$ cat config.mk
export PLATFORM = sky130hd
export DESIGN_NAME = instr_fetch
export DESIGN_NICKNAME = d
export VERILOG_FILES = /design/src/rtl/riscv_pkg.sv /design/src/rtl/fetch_queue.sv /design/src/rtl/instr_fetch.sv
export SDC_FILE = /design/constraint.sdc
export NUM_CORES = 1
export LEC_CHECK = 0
export ABC_AREA = 1
export BUFFER_PORTS_ARGS = -buffer_cell sky130_fd_sc_hd__buf_2
export CAP_MARGIN = 20
export CELL_PAD_IN_SITES_DETAIL_PLACEMENT = 0
export CELL_PAD_IN_SITES_GLOBAL_PLACEMENT = 1
export CORE_ASPECT_RATIO = 0.6
export CORE_MARGIN = 5
export CORE_UTILIZATION = 43
export CTS_BUF_LIST = sky130_fd_sc_hd__clkbuf_16
export CTS_CLUSTER_SIZE = 30
export DETAILED_ROUTE_END_ITERATION = 7
export PLACE_DENSITY_LB_ADDON = 0.1
export SYNTH_ARGS = -nofsm -noshare
export SYNTH_HDL_FRONTEND = slang
export SYNTH_SLANG_ARGS = --single-unit
$ cat constraint.sdc
create_clock -name clk -period 13.9 [get_ports clk]
set_input_delay 1.39 -clock clk [delete_from_list [all_inputs] [get_ports clk]]
set_output_delay 1.39 -clock clk [all_outputs]
set_load 0.01 [all_outputs]
$ cat src/rtl/riscv_pkg.sv
// ============================================================================
// riscv_pkg : shared constants and fetch-entry type for the fetch stage
// Rev 1.0
// ============================================================================
`default_nettype none

package riscv_pkg;

    localparam int              XLEN               = 32;
    localparam logic [XLEN-1:0] RESET_PC_DEFAULT   = 32'h0000_0000;
    localparam int              IMEM_WORDS_DEFAULT = 256;
    localparam logic [XLEN-1:0] NOP_INSTR          = 32'h0000_0013;

    typedef struct packed {
        logic [XLEN-1:0] pc;
        logic [XLEN-1:0] instr;
    } fetch_entry_t;

endpackage

`default_nettype wire

$ cat src/rtl/fetch_queue.sv
// ============================================================================
// fetch_queue : in-order FIFO of fetch entries, flush has priority over push
// Rev 1.0
// ============================================================================
`default_nettype none

module fetch_queue
    import riscv_pkg::*;
#(
    parameter int QDEPTH = 2
) (
    input  logic                    clk,
    input  logic                    rst,
    input  logic                    push_i,
    input  fetch_entry_t            entry_i,
    input  logic                    pop_i,
    input  logic                    flush_i,
    output fetch_entry_t            head_o,
    output logic [$clog2(QDEPTH):0] count_o
);

    localparam int AW = $clog2(QDEPTH);
    localparam int CW = AW + 1;

    fetch_entry_t   mem_q [QDEPTH];
    logic [AW-1:0]  rd_ptr_q;
    logic [AW-1:0]  wr_ptr_q;
    logic [CW-1:0]  count_q;

    logic           w_do_pop;
    logic           w_do_push;
    logic [CW-1:0]  w_count_d;

    // A full queue still accepts a push when the head leaves in the same cycle.
    assign w_do_pop  = pop_i && (count_q != '0);
    assign w_do_push = push_i && ((count_q < CW'(QDEPTH)) || w_do_pop);

    always_comb begin
        w_count_d = count_q;
        if (w_do_push && !w_do_pop) begin
            w_count_d = count_q + 1'b1;
        end else if (!w_do_push && w_do_pop) begin
            w_count_d = count_q - 1'b1;
        end
    end

    always_ff @(posedge clk or posedge rst) begin
        if (rst) begin
            for (int i = 0; i < QDEPTH; i++) begin
                mem_q[i] <= '0;
            end
            rd_ptr_q <= '0;
            wr_ptr_q <= '0;
            count_q  <= '0;
        end else if (flush_i) begin
            rd_ptr_q <= '0;
            wr_ptr_q <= '0;
            count_q  <= '0;
        end else begin
            if (w_do_push) begin
                mem_q[wr_ptr_q] <= entry_i;
                wr_ptr_q        <= wr_ptr_q + 1'b1;
            end
            if (w_do_pop) begin
                rd_ptr_q <= rd_ptr_q + 1'b1;
            end
            count_q <= w_count_d;
        end
    end

    assign head_o  = mem_q[rd_ptr_q];
    assign count_o = count_q;

endmodule

`default_nettype wire

$ cat src/rtl/instr_fetch.sv
// ============================================================================
// instr_fetch : PC generation, imem addressing, fault tracking and fetch queue
// Rev 1.0
// ============================================================================
`default_nettype none

module instr_fetch
    import riscv_pkg::*;
#(
    parameter logic [31:0] RESET_PC   = RESET_PC_DEFAULT,
    parameter int          IMEM_WORDS = IMEM_WORDS_DEFAULT,
    parameter int          QDEPTH     = 2
) (
    input  logic        clk,
    input  logic        rst,
    output logic [31:0] imem_addr,
    input  logic [31:0] imem_instr,
    input  logic        redirect_valid,
    input  logic [31:0] redirect_pc,
    output logic        out_valid,
    input  logic        out_ready,
    output logic [31:0] out_instr,
    output logic [31:0] out_pc,
    output logic        fetch_fault
);

    localparam int          CW         = $clog2(QDEPTH) + 1;
    localparam logic [31:0] C_PC_LIMIT = 32'(IMEM_WORDS * 4);

    logic [31:0]   pc_q;
    logic [31:0]   pc_d;
    logic          fault_q;
    logic          fault_d;

    logic [CW-1:0] w_count;
    fetch_entry_t  w_head;
    fetch_entry_t  w_push_entry;
    logic          w_pop;
    logic          w_pc_legal;
    logic          w_fetch;

    assign w_pop      = out_valid && out_ready;
    assign w_pc_legal = (pc_q[1:0] == 2'b00) && (pc_q < C_PC_LIMIT);
    assign w_fetch    = !fault_q && !redirect_valid && w_pc_legal
                        && ((w_count < CW'(QDEPTH)) || w_pop);

    assign w_push_entry.pc    = pc_q;
    assign w_push_entry.instr = imem_instr;

    // Redirect wins over everything; an illegal PC freezes in place until redirected.
    always_comb begin
        pc_d    = pc_q;
        fault_d = fault_q;
        if (redirect_valid) begin
            pc_d    = redirect_pc;
            fault_d = 1'b0;
        end else if (!w_pc_legal) begin
            fault_d = 1'b1;
        end else if (w_fetch) begin
            pc_d = pc_q + 32'd4;
        end
    end

    always_ff @(posedge clk or posedge rst) begin
        if (rst) begin
            pc_q    <= RESET_PC;
            fault_q <= 1'b0;
        end else begin
            pc_q    <= pc_d;
            fault_q <= fault_d;
        end
    end

    fetch_queue #(
        .QDEPTH (QDEPTH)
    ) u_fetch_queue (
        .clk     (clk),
        .rst     (rst),
        .push_i  (w_fetch),
        .entry_i (w_push_entry),
        .pop_i   (w_pop),
        .flush_i (redirect_valid),
        .head_o  (w_head),
        .count_o (w_count)
    );

    assign imem_addr   = pc_q;
    assign out_valid   = (w_count != '0);
    assign out_pc      = w_head.pc;
    assign out_instr   = w_head.instr;
    assign fetch_fault = fault_q;

endmodule

`default_nettype wire

* Word level (Yosys, flattened, before mapping)
Index checks and enable logic that the tools add are counted.
** Cells by class
- $add $sub $neg :: 5
- Eq/ne operators :: 1
- Reductions and logical operators :: 25
- Order comparisons :: 5
- Multiplexer cells :: 18
- Bitwise logic cells :: 3
** Operator list (number)
- $mux W64 :: 4
- $bwmux W128 :: 1
- $mux W32 :: 3
- $demux W64 S1 :: 1
- $add A32 B3 Y32 const B :: 1
- $lt A32 B11 Y1 const B :: 1
- $logic_and A1 B1 Y1 :: 10
- $reduce_bool A2 Y1 :: 5
- $mux W1 :: 6
- $mux W2 :: 3
- $ge A2 B2 Y1 const B :: 2
- $logic_not A1 Y1 :: 4
- $not A1 Y2 :: 2
- $reduce_and A2 Y1 :: 2
- $reduce_bool A3 Y1 :: 1
- $add A1 B1 Y1 const B :: 2
- $add A2 B1 Y2 const B :: 1
- $logic_not A2 Y1 :: 1
- $logic_or A1 B1 Y1 :: 2
- $lt A2 B1 Y1 const B :: 1
- $lt A2 B2 Y1 const B :: 1
- $ne A2 B2 Y1 const B :: 1
- $sub A2 B1 Y2 const B :: 1
- $not A1 Y1 :: 1
** Storage, ports and cells
- Bits of input ports :: 68
- Word-level logic and storage cells :: 66
- Register bits after elaboration :: 165

* Longest topological paths before layout
- Depth after elaboration :: 10
- Gate-level depth with buffers :: 12

* Hierarchy
Synthesis repeated with hierarchy kept, for this count alone.
** Unflattened totals
- Cells, all modules :: 943
- Area, all modules :: 7831.3 µm²
** By module, submodules not included
- fetch_queue :: times used 1, area each 6027.0 µm², cells each 715
- instr_fetch :: times used 1, area each 1804.2 µm², cells each 228

* Worst setup path before layout
No wires, ideal clock.
- Path kind :: register -> output
- Start :: register u_fetch_queue.rd_ptr_q
- End :: output port out_instr[14]
- Buffers on the path :: 2
- Arrival :: 1.136 ns
- Stages on the path, launching flop included :: 6
- Required time :: 12.510 ns
- Path slack :: 11.374 ns
- Cells stage by stage :: dfrtp_1 > inv_1 > clkbuf_1 > clkbuf_1 > nand2_1 > nand2_1
** Between the ends
- Word-level cells in the longest chain between the ends :: 4
** RTL lines
- from (decl) :: line fetch_queue.sv:26 : logic [AW-1:0] rd_ptr_q;
- from (signal assigned) :: line fetch_queue.sv:65 : rd_ptr_q <= rd_ptr_q + 1'b1;
- $not A1 Y2 (not written as such) :: line fetch_queue.sv:71 : assign head_o = mem_q[rd_ptr_q];
- $mux W64 (not written as such) (3 in series) :: line fetch_queue.sv:71
- to (decl) :: line instr_fetch.sv:22 : output logic [31:0] out_instr,
No other way between the ends. The select of a mux whose other input is x is not followed.

* Worst setup path after layout
- Start :: register u_fetch_queue.rd_ptr_q
- End :: output port out_pc[5]
** Between the ends
- Word-level cells in the longest chain between the ends :: 4
** RTL lines
- $not A1 Y2 (not written as such) :: line fetch_queue.sv:71
- $mux W64 (not written as such) (3 in series) :: line fetch_queue.sv:71
- to (decl) :: line instr_fetch.sv:23 : output logic [31:0] out_pc,
No other way between the ends. The select of a mux whose other input is x is not followed.

==> flow_metrics.py <==
metrics = {
    "cells_and_area": {
        "diodes": 0,
        "postLayoutCellArea_um2": 8700,
        "final_cell_mix": "nand2_1 (398), buf_2 (165), dfrtp_1 (164)",
        "syn_to_final_growth_pct": 21.1,
        "layout_commonest_cell": "nand2_1",
        "final_nets": 1081,
        "drive_above_1_share": 0.228,
    },
    "sta": {
        "worst_pin_slew_ps": 911,
        "fmax_ghz": 0.283,
        "relSlewSlack": 0.393,
        "rsz0062_at_grt": "no",
        "setup_viol": 0,
        "fin_crit_sh": 0.254,
        "fin_tns_setup_ps": 0,
        "period_needed_ps": 3530,
        "finalHoldViolations": 0,
        "drv_slew": 0,
        "finClkSkew_ps": 10.0,
    },
    "routing": {
        "vias": 5644,
        "antenna_left": 0,
        "dr.pass1.iters": 5,
        "routed_wl_um": 16500,
        "routed_via_density": 4.50,
        "initialDrtViolationCount": 357,
        "wire_per_inst_um": 13.2,
        "drc": 0,
    },
    "setup_path": {
        "path_max_fanout": 34,
        "end_kind": "output port",
        "cp-start-kind": "register",
        "crit_required_ps": 12510,
        "cp.arrival_ps": 2140,
        "crit_type": "register to output port",
    },
    "grt": {
        "gr-total-overflow": 0,
        "grt_pass1_vias": 5223,
        "grt_pass1_wl_um": 26900,
        "antenna_found_initial": 0,
        "grt_usage": 0.172,
        "grt_max_degree": 106,
    },
    "cts": {
        "cts_sinks": 165,
        "cts-resized-gates": 0,
        "clk_latency_ps": 420,
        "cts_buffers": 17,
        "root_buffer": "clkbuf_16",
        "cts_setup_buffers": 0,
        "htree_num_levels": 4,
        "tritoncts": "built",
        "path_clk_slew_ps": 60,
        "hold_buffers": 0,
        "clockBufferDepth": 2,
    },
    "pwr": {
        "power_mw": 1.01,
        "leakagePower_nw": 5.21,
        "vdd.ir_drop.worst_mv": 0.0863,
        "power_density_nw_per_um2": 117,
    },
    "synthesis": {
        "yosys.area.top_type_share": 0.575,
        "synth_top_area_cell": "dfrtp_1",
        "synth_cell_types": 29,
        "netlist_area_um2": 7180,
        "synth_area_per_cell_um2": 8.28,
        "ys_warn_count": 0,
        "syn_inst": 867,
        "ys_ff_latch": 165,
        "synth.area.top_cells": "dfrtp_1 (58%), nand2_1 (21%), inv_1 (5.0%)",
        "seq_area_frac_synth": 0.575,
        "synth.net_count": 936,
    },
    "placed_design": {
        "portBuffers": 165,
        "dpl_cell_area_um2": 8070,
        "dpl.hpwl_um": 10500,
        "place.gp.congestion": 0.756,
    },
    "die": {
        "start_util": 0.440,
        "die_y_um": 110,
        "fp.dieArea_um2": 19500,
        "row_count": 36,
        "die_w_um": 177,
        "core_region_area_um2": 16300,
        "io_pins": 166,
    },
    "min_path": {
        "hp-class": "register to register",
    },
    "job": {
        "cap_viol_max_count": 0,
    },
    "status": {
        "status": "finished, final reports clean",
    },
}
==> cell usage after synthesis, drive strengths merged <==
library cell and count:
or2 1, clkinv 1, ha 1, nand4 2, nand2 403, nor2 21, buf 18, xor2 5
inv 98, clkbuf 27, a31oi 1, a21oi 3, o211ai 8, nand3b 1, o21ai 84, nand3 26
dfrtp 165, nor3 2
==> state kept, by name, indices dropped and copies added (netlist names) <==
register,count
u_fetch_queue.mem_q,128
u_fetch_queue.wr_ptr_q,1
u_fetch_queue.count_o,2
u_fetch_queue.rd_ptr_q,1
fetch_fault,1
imem_addr,32
==> metrics by stage <==
stage | hold WS, ps | worst slack (ps) | instances | util
2_1_floorplan | 436 | 8050 | 867 | -
3_3_place_gp | 448 | 10090 | 1219 | 0.495
3_5_place_dp | 451 | 9980 | 1219 | 0.495
4_1_cts | 470 | 10330 | 1251 | 0.530
5_1_grt | 481 | 10210 | 1253 | 0.533
6_report | 464 | 10370 | 1253 | 0.533
==> cell families (layout without fill, tap and decap cells) <==
| kind of cell | count (synthesis) | in the layout | synth area share |
|---|---|---|---|
| simple gates | 456 | 456 | 0.248 |
| buf+inv | 144 | 302 | 0.0877 |
| compound gates | 96 | 96 | 0.0809 |
| flops | 165 | 165 | 0.575 |
| xor+xnor | 5 | 5 | 0.00610 |
| fa+ha+maj | 1 | 1 | 0.00174 |
==> layout make-up <==
cell class              count  area (um^2)
flip-flops and latches    165         4130
repair buffers            171          911
fillers                  1623         7610
well taps                 228          285
clock buffers              17          425
inverters                  99          379
clock inverters            15          145
multi-input cells         558         2420
==> final timing paths <==
path / from / to / slack (ps) / cells after the start
setup / recovery: u_fetch_queue.rd_ptr_q / out_pc[5] / 10370 / 5
hold reg to reg: u_fetch_queue.mem_q[122] / u_fetch_queue.mem_q[122] / 460 / 2
hold / removal: u_fetch_queue.mem_q[122] / u_fetch_queue.mem_q[122] / 460 / 2
min in group asynchronous: rst / u_fetch_queue.mem_q[7] / 1170 / 2
setup reg to reg: imem_addr[13] / u_fetch_queue.mem_q[3] / 11450 / 12
max in group asynchronous: rst / u_fetch_queue.mem_q[60] / 11340 / 3
==> where the power goes <==
| part | leakage [nW] | internal (mW) | switching, mW |
|---|---|---|---|
| sequential | 2.24 | 0.489 | 0.00845 |
| clock | 0.280 | 0.252 | 0.207 |
| combinational | 2.69 | 0.0209 | 0.0364 |
| total | 5.21 | 0.762 | 0.252 |
==> layer usage <==
| metal | vias up | routed length (um) | GRT usage |
|---|---|---|---|
| li1 | 2930 | - | - |
| met1 | 2583 | 8720 | 0.270 |
| met2 | 119 | 6890 | 0.244 |
| met3 | 12 | 837 | 0.0429 |
| met4 | 0 | 94 | 0.0281 |
| met5 | - | 0 | 0 |
==> worst max-delay path: stages, from the launching register on <==
cell and delay [ps]:
dfrtp_2 400, inv_2 450, buf_4 460, nand2_1 90, nand2_1 150, buf_2 160
No activity file was read; power rests on OpenSTA's default activity.
